$ cat src/rtl/scmp_bus_ctl_pkg.sv
// Shared types and constants for the SC/MP external bus cycle controller.
// Holds the FSM state encoding, data-bus flag positions and the address-phase byte helper.
package scmp_bus_pak;

  typedef enum logic [1:0] {
    ST_IDLE = 2'd0,
    ST_ARB  = 2'd1,
    ST_ADDR = 2'd2,
    ST_DATA = 2'd3
  } BUS_STATE_t;

  localparam int DB_F_R = 4;
  localparam int DB_F_I = 5;
  localparam int DB_F_D = 6;
  localparam int DB_F_H = 7;

  // Wide enough for the largest strobe preload (15 - 1).
  localparam int CNT_W = 4;

  // Address-phase data-bus byte: status flags on the top nibble, A15..A12 below.
  function automatic logic [7:0] addr_phase_db(input logic [3:0] flags, input logic [15:0] addr);
    logic [7:0] db;
    db         = 8'h00;
    db[DB_F_H] = flags[3];
    db[DB_F_D] = flags[2];
    db[DB_F_I] = flags[1];
    db[DB_F_R] = flags[0];
    db[3:0]    = addr[15:12];
    return db;
  endfunction

endpackage

$ cat src/rtl/scmp_bus_ctl_if.sv
// Sequencer-side request/response and external bus pins of the SC/MP bus controller.
// master: the controller's view; slave: the sequencer plus external bus environment.
interface scmp_bus_ctl_if;
  logic        mc_ads;
  logic        mc_rd;
  logic        mc_wr;
  logic [3:0]  mc_flags;
  logic [15:0] addr;
  logic [7:0]  wr_data;
  logic        stall;
  logic [7:0]  rd_data;
  logic        rd_valid;
  logic        ext_ads_n;
  logic        ext_rds_n;
  logic        ext_wds_n;
  logic [11:0] ext_addr;
  logic [7:0]  ext_db_out;
  logic        ext_db_oe;
  logic [7:0]  ext_db_in;
  logic        ext_hold_n;
  logic        ext_breq_out;
  logic        ext_enin;
  logic        ext_enout;

  modport master (
    input  mc_ads, mc_rd, mc_wr, mc_flags, addr, wr_data,
    input  ext_db_in, ext_hold_n, ext_enin,
    output stall, rd_data, rd_valid,
    output ext_ads_n, ext_rds_n, ext_wds_n, ext_addr, ext_db_out, ext_db_oe,
    output ext_breq_out, ext_enout
  );

  modport slave (
    output mc_ads, mc_rd, mc_wr, mc_flags, addr, wr_data,
    output ext_db_in, ext_hold_n, ext_enin,
    input  stall, rd_data, rd_valid,
    input  ext_ads_n, ext_rds_n, ext_wds_n, ext_addr, ext_db_out, ext_db_oe,
    input  ext_breq_out, ext_enout
  );
endinterface

$ cat src/rtl/scmp_bus_ctl_arb.sv
// BREQ/ENIN/ENOUT daisy-chain handshake; grant tells the FSM it may leave ARB.
// Arbitration exists only when SCMP_BUS_ARB_EN is defined; otherwise grant is constant 1.
module scmp_bus_arb (
  input  logic clk,
  input  logic rst,
  input  logic breq_nxt,
  input  logic ext_enin,
  output logic ext_breq_out,
  output logic ext_enout,
  output logic grant
);

`ifdef SCMP_BUS_ARB_EN
  logic breq_r;

  // Bus request register, high from ARB through the end of DATA.
  always_ff @(posedge clk or posedge rst) begin
    if (rst) begin
      breq_r <= 1'b0;
    end else begin
      breq_r <= breq_nxt;
    end
  end

  assign ext_breq_out = breq_r;
  // Pass the grant down the chain only while we are not requesting.
  assign ext_enout    = ~rst & ext_enin & ~breq_r;
  assign grant        = ext_enin;
`else
  logic unused_arb_s;
  assign unused_arb_s = ^{clk, rst, breq_nxt, ext_enin};
  assign ext_breq_out = 1'b0;
  assign ext_enout    = 1'b0;
  assign grant        = 1'b1;
`endif

endmodule

$ cat src/rtl/scmp_bus_ctl.sv
// SC/MP external bus cycle controller: turns sequencer bus requests into ADS/RDS/WDS cycles.
// Optional arbitration is compiled in with SCMP_BUS_ARB_EN.
module scmp_bus_ctl
  import scmp_bus_pak::*;
#(
  parameter int STROBE_CYCLES = 2
) (
  input  logic           clk,
  input  logic           rst,
  scmp_bus_ctl_if.master bus
);

  localparam logic [CNT_W-1:0] CNT_LOAD = CNT_W'(STROBE_CYCLES - 1);
  localparam logic [CNT_W-1:0] CNT_ONE  = CNT_W'(1);
  localparam logic [CNT_W-1:0] CNT_ZERO = CNT_W'(0);

`ifdef SCMP_BUS_ARB_EN
  localparam BUS_STATE_t ST_REQ = ST_ARB;
`else
  localparam BUS_STATE_t ST_REQ = ST_ADDR;
`endif

  BUS_STATE_t       state_r;
  BUS_STATE_t       state_nxt_s;
  logic [CNT_W-1:0] cnt_r;
  logic             is_rd_r;
  logic             is_wr_r;
  logic             final_s;
  logic             grant_s;
  logic             breq_nxt_s;

  logic             ext_ads_n_r;
  logic             ext_rds_n_r;
  logic             ext_wds_n_r;
  logic [11:0]      ext_addr_r;
  logic [7:0]       ext_db_out_r;
  logic             ext_db_oe_r;
  logic [7:0]       rd_data_r;
  logic             rd_valid_r;

  assign breq_nxt_s = (state_nxt_s != ST_IDLE);

  scmp_bus_arb u_arb (
    .clk          (clk),
    .rst          (rst),
    .breq_nxt     (breq_nxt_s),
    .ext_enin     (bus.ext_enin),
    .ext_breq_out (bus.ext_breq_out),
    .ext_enout    (bus.ext_enout),
    .grant        (grant_s)
  );

  // Next-state decode and identification of the final bus cycle.
  always_comb begin
    state_nxt_s = state_r;
    final_s     = 1'b0;
    case (state_r)
      ST_IDLE: begin
        if (bus.mc_ads) begin
          state_nxt_s = ST_REQ;
        end else begin
          state_nxt_s = ST_IDLE;
        end
      end
      ST_ARB: begin
        if (grant_s) begin
          state_nxt_s = ST_ADDR;
        end else begin
          state_nxt_s = ST_ARB;
        end
      end
      ST_ADDR: begin
        if (is_rd_r | is_wr_r) begin
          state_nxt_s = ST_DATA;
        end else begin
          state_nxt_s = ST_IDLE;
          final_s     = 1'b1;
        end
      end
      ST_DATA: begin
        // Hold only stretches the strobe once the minimum length has elapsed.
        if ((cnt_r == CNT_ZERO) && bus.ext_hold_n) begin
          state_nxt_s = ST_IDLE;
          final_s     = 1'b1;
        end else begin
          state_nxt_s = ST_DATA;
        end
      end
      default: begin
        state_nxt_s = ST_IDLE;
        final_s     = 1'b0;
      end
    endcase
  end

  // State register.
  always_ff @(posedge clk or posedge rst) begin
    if (rst) begin
      state_r <= ST_IDLE;
    end else begin
      state_r <= state_nxt_s;
    end
  end

  // Request capture at the IDLE edge; a simultaneous read and write keeps only the read.
  always_ff @(posedge clk or posedge rst) begin
    if (rst) begin
      is_rd_r <= 1'b0;
      is_wr_r <= 1'b0;
    end else if ((state_r == ST_IDLE) && bus.mc_ads) begin
      is_rd_r <= bus.mc_rd;
      is_wr_r <= bus.mc_wr & ~bus.mc_rd;
    end else begin
      is_rd_r <= is_rd_r;
      is_wr_r <= is_wr_r;
    end
  end

  // Data strobe length counter, preloaded on entry to DATA.
  always_ff @(posedge clk or posedge rst) begin
    if (rst) begin
      cnt_r <= CNT_ZERO;
    end else if ((state_r != ST_DATA) && (state_nxt_s == ST_DATA)) begin
      cnt_r <= CNT_LOAD;
    end else if ((state_r == ST_DATA) && (cnt_r != CNT_ZERO)) begin
      cnt_r <= cnt_r - CNT_ONE;
    end else if (state_nxt_s == ST_IDLE) begin
      cnt_r <= CNT_ZERO;
    end else begin
      cnt_r <= cnt_r;
    end
  end

  // External strobes and bus drive, registered from the next state so they decode from state only.
  always_ff @(posedge clk or posedge rst) begin
    if (rst) begin
      ext_ads_n_r  <= 1'b1;
      ext_rds_n_r  <= 1'b1;
      ext_wds_n_r  <= 1'b1;
      ext_addr_r   <= 12'h000;
      ext_db_out_r <= 8'h00;
      ext_db_oe_r  <= 1'b0;
    end else begin
      ext_ads_n_r <= ~(state_nxt_s == ST_ADDR);
      ext_rds_n_r <= ~((state_nxt_s == ST_DATA) & is_rd_r);
      ext_wds_n_r <= ~((state_nxt_s == ST_DATA) & is_wr_r);
      ext_db_oe_r <= (state_nxt_s == ST_ADDR) | ((state_nxt_s == ST_DATA) & is_wr_r);
      if (state_nxt_s == ST_ADDR) begin
        ext_addr_r   <= bus.addr[11:0];
        ext_db_out_r <= addr_phase_db(bus.mc_flags, bus.addr);
      end else if ((state_nxt_s == ST_DATA) && is_wr_r) begin
        ext_addr_r   <= ext_addr_r;
        ext_db_out_r <= bus.wr_data;
      end else begin
        ext_addr_r   <= ext_addr_r;
        ext_db_out_r <= ext_db_out_r;
      end
    end
  end

  // Read data capture on the edge that closes a read's final strobe cycle.
  always_ff @(posedge clk or posedge rst) begin
    if (rst) begin
      rd_data_r  <= 8'h00;
      rd_valid_r <= 1'b0;
    end else if ((state_r == ST_DATA) && final_s && is_rd_r) begin
      rd_data_r  <= bus.ext_db_in;
      rd_valid_r <= 1'b1;
    end else begin
      rd_data_r  <= rd_data_r;
      rd_valid_r <= 1'b0;
    end
  end

  assign bus.ext_ads_n  = ext_ads_n_r;
  assign bus.ext_rds_n  = ext_rds_n_r;
  assign bus.ext_wds_n  = ext_wds_n_r;
  assign bus.ext_addr   = ext_addr_r;
  assign bus.ext_db_out = ext_db_out_r;
  assign bus.ext_db_oe  = ext_db_oe_r;
  assign bus.rd_data    = rd_data_r;
  assign bus.rd_valid   = rd_valid_r;

  // The sequencer advances on the edge that ends the final cycle, so a held request never restarts.
  assign bus.stall = ~rst & (((state_r == ST_IDLE) & bus.mc_ads) |
                             ((state_r != ST_IDLE) & ~final_s));

endmodule

$ cat src/flat_wrapper.sv
// flat-port wrapper written by rule: the top's interface ports become plain ports
module scmp_bus_ctl_flat import scmp_bus_pak::*;
#(
  parameter int STROBE_CYCLES = 2
)
  (clk, rst, bus_mc_ads, bus_mc_rd, bus_mc_wr, bus_mc_flags, bus_addr, bus_wr_data, bus_ext_db_in, bus_ext_hold_n, bus_ext_enin, bus_stall, bus_rd_data, bus_rd_valid, bus_ext_ads_n, bus_ext_rds_n, bus_ext_wds_n, bus_ext_addr, bus_ext_db_out, bus_ext_db_oe, bus_ext_breq_out, bus_ext_enout);
  scmp_bus_ctl_if bus_i ();
  input  logic clk;
  input  logic rst;
  input wire logic [$bits(bus_i.mc_ads)-1:0] bus_mc_ads;
  input wire logic [$bits(bus_i.mc_rd)-1:0] bus_mc_rd;
  input wire logic [$bits(bus_i.mc_wr)-1:0] bus_mc_wr;
  input wire logic [$bits(bus_i.mc_flags)-1:0] bus_mc_flags;
  input wire logic [$bits(bus_i.addr)-1:0] bus_addr;
  input wire logic [$bits(bus_i.wr_data)-1:0] bus_wr_data;
  input wire logic [$bits(bus_i.ext_db_in)-1:0] bus_ext_db_in;
  input wire logic [$bits(bus_i.ext_hold_n)-1:0] bus_ext_hold_n;
  input wire logic [$bits(bus_i.ext_enin)-1:0] bus_ext_enin;
  output wire logic [$bits(bus_i.stall)-1:0] bus_stall;
  output wire logic [$bits(bus_i.rd_data)-1:0] bus_rd_data;
  output wire logic [$bits(bus_i.rd_valid)-1:0] bus_rd_valid;
  output wire logic [$bits(bus_i.ext_ads_n)-1:0] bus_ext_ads_n;
  output wire logic [$bits(bus_i.ext_rds_n)-1:0] bus_ext_rds_n;
  output wire logic [$bits(bus_i.ext_wds_n)-1:0] bus_ext_wds_n;
  output wire logic [$bits(bus_i.ext_addr)-1:0] bus_ext_addr;
  output wire logic [$bits(bus_i.ext_db_out)-1:0] bus_ext_db_out;
  output wire logic [$bits(bus_i.ext_db_oe)-1:0] bus_ext_db_oe;
  output wire logic [$bits(bus_i.ext_breq_out)-1:0] bus_ext_breq_out;
  output wire logic [$bits(bus_i.ext_enout)-1:0] bus_ext_enout;
  assign bus_i.mc_ads = bus_mc_ads;
  assign bus_i.mc_rd = bus_mc_rd;
  assign bus_i.mc_wr = bus_mc_wr;
  assign bus_i.mc_flags = bus_mc_flags;
  assign bus_i.addr = bus_addr;
  assign bus_i.wr_data = bus_wr_data;
  assign bus_i.ext_db_in = bus_ext_db_in;
  assign bus_i.ext_hold_n = bus_ext_hold_n;
  assign bus_i.ext_enin = bus_ext_enin;
  assign bus_stall = bus_i.stall;
  assign bus_rd_data = bus_i.rd_data;
  assign bus_rd_valid = bus_i.rd_valid;
  assign bus_ext_ads_n = bus_i.ext_ads_n;
  assign bus_ext_rds_n = bus_i.ext_rds_n;
  assign bus_ext_wds_n = bus_i.ext_wds_n;
  assign bus_ext_addr = bus_i.ext_addr;
  assign bus_ext_db_out = bus_i.ext_db_out;
  assign bus_ext_db_oe = bus_i.ext_db_oe;
  assign bus_ext_breq_out = bus_i.ext_breq_out;
  assign bus_ext_enout = bus_i.ext_enout;
  scmp_bus_ctl #(.STROBE_CYCLES(STROBE_CYCLES)) u_core (.clk(clk), .rst(rst), .bus(bus_i));
endmodule
$ cat config.mk
export PLATFORM = sky130hd
export DESIGN_NAME = scmp_bus_ctl_flat
export DESIGN_NICKNAME = d
export VERILOG_FILES = /design/src/rtl/scmp_bus_ctl_pkg.sv /design/src/rtl/scmp_bus_ctl_if.sv /design/src/rtl/scmp_bus_ctl_arb.sv /design/src/rtl/scmp_bus_ctl.sv /design/src/flat_wrapper.sv
export SDC_FILE = /design/constraint.sdc
export NUM_CORES = 1
export LEC_CHECK = 0
export ABC_AREA = 0
export BUFFER_PORTS_ARGS = -buffer_cell sky130_fd_sc_hd__buf_2
export CORE_MARGIN = 8
export CORE_UTILIZATION = 25
export CTS_CLUSTER_DIAMETER = 200
export CTS_CLUSTER_SIZE = 8
export DETAILED_ROUTE_END_ITERATION = 8
export PLACE_DENSITY_LB_ADDON = 0.3
export SLEW_MARGIN = 20
export SYNTH_ARGS = -nofsm -noshare
export SYNTH_HDL_FRONTEND = slang
export SYNTH_SLANG_ARGS = --single-unit
$ cat constraint.sdc
create_clock -name clk -period 2.6 [get_ports clk]
set_input_delay 0.52 -clock clk [delete_from_list [all_inputs] [get_ports clk]]
set_output_delay 0.52 -clock clk [all_outputs]
set_load 0.005 [all_outputs]
==> reports/metrics.yaml, run 1 <==
drt_iter0_drc: 33
n_fill_cell: 745
cpPeakStageDelay_ps: 490
dp_hpwl_um: 3220
multiInputGateArea_um2: 723
outcome: "finished clean"
clk_pin_slew_worst_paths_ps: 80
grt_antenna_before_repair: 0
cts_resized: 0
numClockSinks: 41
yosysMostFrequentCell: "dfrtp_1"
max_clock_freq_mhz: 409
numPortBuffers: 75
period_share_pct: 94.0
final_util_pct: 33.2
synth_commonest_cells: "dfrtp_1, mux2_2, inv_1"
vdd_drop_max_mv: 0.420
cts_max_path_buffers: 2
hold_class: "in -> async"
grt_max_degree: 28
netlist_instances: 128
crit_chain: "inv_1 -> ha_1 -> nor4bb_4 -> and3_2 -> nor4_1 -> buf_2"
timing.final.crit_period_ps: 2440
rsz0062_at_grt: "false"
synth_edf_count: 0
p_total_w: 0.00270
total_leakage_power_nw: 1.16
seqCellArea_um2: 1030
critical-path-slowest-cell: "nor4bb_4"
path_class: "reg -> out"
worst_slew_pin_slew_ps: 595
drive_gt1_share_pct: 64.4
holdWs_ps: 200
wl_per_cell_um: 13.3
syn_to_final_growth_pct: 30.3
cts_tree: "done"
synth_top_area_share_pct: 52.0
io_pins: 79
setup_viol: 0
skew_ps: 3.98
rows: 31
ys_async_sr_fraction_pct: 100
grt_overflow: 0
hold_viol: 0
cts_buffers: 5
fp.dieH_um: 102
syn_area_um2: 1830
yosys-top-cells-area: "dfrtp_1, mux2_2, dfstp_2"
cp.required_ps: 2080
dp_cells: 299
cts_root_buf: "clkbuf_8"
yosysSeqAreaShare_pct: 56.3
yosys.area.top_type: "dfrtp_1"
drv_cap: 0
grt_pass1_wl_um: 6770
grt_usage_pct: 8.34
critPathMaxFanout: 5
synth_top_flop_cell: "dfrtp_1"
synth_cell_types: 34
hold_buffers: 0
tns_ps: 0
post_synth.cell_area_avg_um2: 14.3
maxSlewViolCount: 0
yosys_warnings: 0
end_kind: "primary output"
powerDensity_nw_per_um2: 1130
gp_congestion: 0.676
cp.arrival_ps: 1920
fp.dieW_um: 102
cts_setup_buffers: 0
via_per_inst: 4.09
num_vias: 1255
die_area_um2: 10300
wl_um: 4090
startpoint_type: "register"
grt_pass1_vias: 1419
slew_headroom_pct: 60.3
fin_cells: 307
diodes: 0
fin_nets: 252
synth-seq-cells: 41
final_antenna_net_count: 0
core_area_um2: 7180
insertion_delay_ps: 290
initial_core_util_pct: 25.5
ctsHtreeMaxLevel: 2
drcViolationCount: 0
drt_pre_antenna_iters: 4
[cell families after synthesis]
| kind of cell | after synthesis | synth area share, % |
|---|---|---|
| flip-flops | 41 | 56.3 |
| multiplexers | 37 | 23.4 |
| AND/OR/NAND/NOR | 19 | 7.73 |
| buffers and inverters | 14 | 4.38 |
| AO/OA/AOI/OAI | 13 | 6.16 |
| adder cells (fa/ha/maj) | 2 | 1.37 |
| other | 1 | 0.205 |
| XOR/XNOR | 1 | 0.479 |
[metal layers]
metal	GRT usage, %	wire, um	up-vias
met5	0	0	-
met4	4.12	69	0
met3	2.68	269	5
met2	14.1	2080	42
met1	9.17	1670	605
li1	-	-	603
[flip-flops by register name (all words and copies together) (netlist names)]
register and count:
u_core.bus.rd_data 8, u_core.is_wr_r 1, u_core.bus.ext_db_oe 1, u_core.is_rd_r 1, u_core.bus.ext_wds_n 1, u_core.bus.ext_addr 12
u_core.bus.rd_valid 1, u_core.cnt_r 4, u_core.bus.ext_db_out 8, u_core.state_r 2, u_core.bus.ext_ads_n 1, u_core.bus.ext_rds_n 1
[worst paths after layout]
check,start,to,slack [ps],depth (start not counted)
max,u_core.cnt_r[0]$_DFFE_PP0P_,bus_stall,160,6
min,rst,u_core.bus.ext_db_oe$_DFF_PP0_,200,2
max reg2reg,u_core.cnt_r[0]$_DFFE_PP0P_,u_core.bus.rd_data[7]$_DFFE_PP0P_,550,5
min reg2reg,u_core.is_wr_r$_DFFE_PP0P_,u_core.bus.ext_wds_n$_DFF_PP1_,460,1
max in group asynchronous,rst,u_core.bus.rd_data[0]$_DFFE_PP0P_,1720,3
min in group clk,bus_addr[6],u_core.bus.ext_addr[6]$_DFFE_PP0N_,450,2
[power by group]
part | total, W | leakage [nW] | switching, W | internal, W
clock network | 0.000406 | 0.0439 | 0.000221 | 0.000185
logic | 0.00116 | 0.623 | 0.000476 | 0.000684
registers | 0.00113 | 0.490 | 0.000176 | 0.000956
[cells in the final DEF, fill, tap and decap left out, types with 2 or more instances in the layout]
cell type	Yosys	final
conb_1	1	2
clkbuf_8	0	5
mux2_2	34	34
buf_2	1	75
buf_4	3	2
a21boi_0	2	2
o22ai_1	2	2
mux2_4	3	3
nor3_1	3	3
clkinv_2	0	2
o21ai_0	3	3
inv_1	8	7
dfstp_2	3	3
ha_1	2	2
dfrtp_1	38	38
nand2_1	4	4
[critical path: cells and delay by family (launching register included)]
kind                     cells  cell delay, ps
adder cells (fa/ha/maj)      1             200
buffers and inverters        2             260
flip-flops                   1             380
AND/OR/NAND/NOR              3             800
[area by class of cell]
type | instances | share of cell area, %
clock buffers | 5 | 2.89
clock inverters | 3 | 0.735
inverters | 8 | 1.26
multi-input cells | 74 | 30.3
flip-flops and latches | 41 | 43.2
well taps | 99 | 5.20
repair buffers | 77 | 16.4
[through the flow]
stage               area [um^2]  worst slack, ps
floorplan                  1830              751
global placement           2300              459
detailed placement         2300              471
CTS                        2380              121
global route               2380             18.8
finish                     2380              156
No activity file was read; power rests on OpenSTA's default activity.
==> run 2, diff against run 1 <==
--- a/config.mk
+++ b/config.mk
@@ -8,7 +8,7 @@
 export ABC_AREA = 0
 export BUFFER_PORTS_ARGS = -buffer_cell sky130_fd_sc_hd__buf_2
 export CORE_MARGIN = 8
-export CORE_UTILIZATION = 25
+export CORE_UTILIZATION = 47
 export CTS_CLUSTER_DIAMETER = 200
 export CTS_CLUSTER_SIZE = 8
 export DETAILED_ROUTE_END_ITERATION = 8
==> reports/metrics.yaml, run 2 (synthesis results as in run 1) <==
outcome: "finished clean"
drcViolationCount: 0
fin_area_um2: 2350
cp.arrival_ps: 1910
syn_to_final_growth_pct: 28.3
final_cell_mix: "buf_2, dfrtp_1, mux2_2"
largest_register_ffs: 12
cts_buffers: 5
grt_usage_pct: 13.5
dp_cells: 248
grt_pass1_wl_um: 6730
final_antenna_net_count: 0
num_vias: 1289
via_per_inst: 5.04
powerDensity_nw_per_um2: 1180
place_area_um2: 2250
fp.dieH_um: 78.4
cts_tree: "done"
fin_cells: 256
tns_ps: 0
core_area_um2: 3720
vdd_drop_max_mv: 0.470
clk_pin_slew_worst_paths_ps: 70
initial_core_util_pct: 49.2
cts_root_buf: "clkbuf_8"
fin_nets: 252
drive_gt1_share_pct: 64.4
diodes: 0
gp_congestion: 0.746
period_share_pct: 93.4
cp.required_ps: 2080
numPortBuffers: 75
numClockSinks: 41
drt_iter0_drc: 127
maxSlewViolCount: 0
die_area_um2: 6140
max_clock_freq_mhz: 412
cts_setup_buffers: 0
p_total_w: 0.00276
setup_viol: 0
holdWs_ps: 323
cts_resized: 0
grt_overflow: 0
hold_buffers: 0
slew_headroom_pct: 57.1
layout_commonest_cell: "buf_2"
end_kind: "primary output"
wl_um: 4030
grt_antenna_before_repair: 0
timing.final.crit_period_ps: 2430
rsz0062_at_grt: "false"
dp_hpwl_um: 3190
path_class: "reg -> out"
rows: 22
drv_cap: 0
ctsHtreeMaxLevel: 2
fp.dieW_um: 78.4
io_pins: 79
critPathMaxFanout: 5
n_fill_cell: 309
startpoint_type: "register"
worst_slew_pin_slew_ps: 643
hold_class: "in -> async"
grt_pass1_vias: 1434
insertion_delay_ps: 280
wl_per_cell_um: 15.7
skew_ps: 2.05
hold_viol: 0
cts_max_path_buffers: 2
total_leakage_power_nw: 1.18
grt_max_degree: 27
drt_pre_antenna_iters: 4
[run 2: changes by cell type in the layout (fill, tap and decap cells not counted), sizes merged]
cell,change
clkbuf,+2
clkinv,-2
clkinvlp,-1
inv,+1
[run 2: final timing paths]
path	from	cells after the start	end	slack [ps]
worst max-delay path	u_core.cnt_r[0]$_DFFE_PP0P_	6	bus_stall	170
worst min-delay path	rst	2	u_core.bus.rd_data[5]$_DFFE_PP0P_	320
worst max register to register	u_core.cnt_r[0]$_DFFE_PP0P_	5	u_core.bus.ext_db_out[5]$_DFFE_PP0P_	600
worst min register to register	u_core.is_wr_r$_DFFE_PP0P_	1	u_core.bus.ext_wds_n$_DFF_PP1_	440
max in group asynchronous	rst	3	u_core.bus.ext_rds_n$_DFF_PP1_	1640
min in group clk	u_core.is_wr_r$_DFFE_PP0P_	1	u_core.bus.ext_wds_n$_DFF_PP1_	440
[run 2: power by group]
| group | switching (W) | internal [W] |
|---|---|---|
| clock network | 0.000199 | 0.000240 |
| registers | 0.000183 | 0.000958 |
| logic | 0.000498 | 0.000687 |
| total | 0.000879 | 0.00188 |
[run 2: layout make-up]
cell class                 count  area (um^2)  share of cell area (%)
multi-input combinational     74          723                    30.8
sequential                    41         1030                    43.9
clock inverter                 1         5.00                   0.213
tap                           48         60.1                    2.56
timing repair buffer          77          403                    17.2
clock buffer                   7         96.3                    4.10
inverter                       8         30.0                    1.28
[run 2: per-layer routing]
metal,global-route usage (%),share of wire [%]
met1,13.1,37
met2,24.1,54
met3,6.38,8.1
met4,5.19,0.62
met5,0,0
[run 2: worst max-delay path, cell delays in order, from the launching register on]
cell and delay, ps:
dfrtp_1 380, inv_1 110, ha_1 200, nor4bb_4 480
and3_2 260, nor4_1 50, buf_2 150
[run 2: stage by stage]
stage | util [%] | setup WS (ps)
floorplan | - | 751
global placement | 60.4 | 542
detailed placement | 60.4 | 477
CTS | 63.2 | 155
global route | 63.2 | 41.6
finish | 63.2 | 173
==> run 3, diff against run 2 <==
--- a/config.mk
+++ b/config.mk
@@ -10,7 +10,6 @@
 export CORE_MARGIN = 8
 export CORE_UTILIZATION = 47
 export CTS_CLUSTER_DIAMETER = 200
-export CTS_CLUSTER_SIZE = 8
 export DETAILED_ROUTE_END_ITERATION = 8
 export PLACE_DENSITY_LB_ADDON = 0.3
 export SLEW_MARGIN = 20
==> constraint.sdc (replaced) <==
create_clock -name clk -period 2.6 [get_ports clk]
set_input_delay 0.39 -clock clk [delete_from_list [all_inputs] [get_ports clk]]
set_output_delay 0.39 -clock clk [all_outputs]
set_load 0.05 [all_outputs]
==> reports/metrics.yaml, run 3 (synthesis results as in run 1) <==
maxSlewViolCount: 0
timing.final.crit_period_ps: 2400
final_antenna_net_count: 0
period_share_pct: 92.4
cpPeakStageDelay_ps: 490
setup_viol: 0
worst_slew_pin_slew_ps: 698
wl_met2_um: 2290
grt_max_degree: 28
drt_pre_antenna_iters: 4
rsz0062_at_grt: "false"
cts_tree: "done"
max_clock_freq_mhz: 416
total_leakage_power_nw: 1.18
grt_usage_pct: 14.0
rows: 22
final_util_pct: 63.5
numClockSinks: 41
top_layer: "met4"
cts_root_buf: "clkbuf_8"
cts_setup_buffers: 0
met1Wirelength_um: 1500
slew_headroom_pct: 53.5
critical-path-slowest-cell: "nor4bb_4"
clk_pin_slew_worst_paths_ps: 80
initial_core_util_pct: 49.2
skew_ps: 7.70
final_cell_mix: "buf_2, dfrtp_1, mux2_2"
drt_iter0_drc: 73
cts_max_path_buffers: 2
diodes: 0
fin_cells: 256
num_vias: 1290
via_per_inst: 5.04
insertion_delay_ps: 290
grt_antenna_before_repair: 0
path_class: "reg -> out"
layout_commonest_cell: "buf_2"
cts_resized: 0
n_fill_cell: 312
outcome: "finished clean"
dp_cells: 248
holdWs_ps: 173
gp_congestion: 0.708
tns_ps: 0
largest_register_ffs: 12
syn_to_final_growth_pct: 29.0
cp.arrival_ps: 2010
grt_pass1_wl_um: 6860
drive_gt1_share_pct: 64.4
vdd_drop_max_mv: 0.785
cp.required_ps: 2210
hold_class: "in -> async"
crit_chain: "inv_1 -> ha_1 -> nor4bb_4 -> and3_2 -> nor4_2 -> buf_2"
drv_cap: 0
route.met3.wl_um: 341
drcViolationCount: 0
critPathMaxFanout: 5
die_area_um2: 6140
fp.dieH_um: 78.4
numPortBuffers: 75
io_pins: 79
end_kind: "primary output"
p_total_w: 0.00374
powerDensity_nw_per_um2: 1580
startpoint_type: "register"
ff2ff_path_depth: 5
grt_overflow: 0
wl_per_cell_um: 16.3
hold_viol: 0
dp_hpwl_um: 3380
fp.dieW_um: 78.4
cts_buffers: 5
grt_pass1_vias: 1454
ctsHtreeMaxLevel: 2
hold_buffers: 0
fin_nets: 252
core_area_um2: 3720
wl_um: 4160
run 3: cell types whose count changed in the layout (fill, tap and decap cells not counted):
cell / before / now
bufinv_16: 0 / 1
clkbuf_1: 0 / 1
nor4_1: 1 / 0
nor4_2: 0 / 1
clkbuf_8: 7 / 5
run 3: worst max-delay path: cells and delay by family, from the launching register on:
family	cells	cell delay [ps]
AND/OR/NAND/NOR	3	810
flip-flops	1	380
buffers and inverters	2	350
adder cells (fa/ha/maj)	1	200
run 3: power by group:
part	switching, W	internal (W)	total [W]
Sequential	0.000183	0.000957	0.00114
Combinational	0.00141	0.000699	0.00211
Clock	0.000205	0.000285	0.000490
Total	0.00180	0.00194	0.00374
run 3: stage by stage:
step | worst slack, ps | area, um^2
4_1_cts | 187 | 2360
5_1_grt | 68.3 | 2360
2_1_floorplan | 242 | 1840
3_5_place_dp | 507 | 2250
3_3_place_gp | 585 | 2250
6_report | 197 | 2360
run 3: layout make-up:
| class | count | area [um^2] | area share (%) |
|---|---|---|---|
| repair buffers | 77 | 403 | 17.1 |
| well taps | 48 | 60.1 | 2.55 |
| multi-input cells | 74 | 729 | 30.9 |
| clock buffers | 6 | 72.6 | 3.08 |
| clock inverters | 2 | 35.0 | 1.48 |
| flip-flops and latches | 41 | 1030 | 43.6 |
| inverters | 8 | 30.0 | 1.27 |
run 3: final timing paths:
check / startpoint / slack, ps / endpoint
max in group asynchronous: rst / 1790 / u_core.bus.ext_ads_n$_DFF_PP1_
max: u_core.cnt_r[0]$_DFFE_PP0P_ / 200 / bus_stall
max reg2reg: u_core.cnt_r[0]$_DFFE_PP0P_ / 550 / u_core.bus.ext_db_out[5]$_DFFE_PP0P_
min in group clk: bus_addr[6] / 330 / u_core.bus.ext_addr[6]$_DFFE_PP0N_
min reg2reg: u_core.is_wr_r$_DFFE_PP0P_ / 460 / u_core.bus.ext_wds_n$_DFF_PP1_
min: rst / 170 / u_core.bus.rd_data[3]$_DFFE_PP0P_
run 3: per-layer routing:
| layer | global-route usage [%] | vias up |
|---|---|---|
| met5 | 0 | - |
| met4 | 4.44 | 0 |
| met3 | 6.15 | 3 |
| met2 | 25.6 | 49 |
| met1 | 13.7 | 638 |
| li1 | - | 600 |
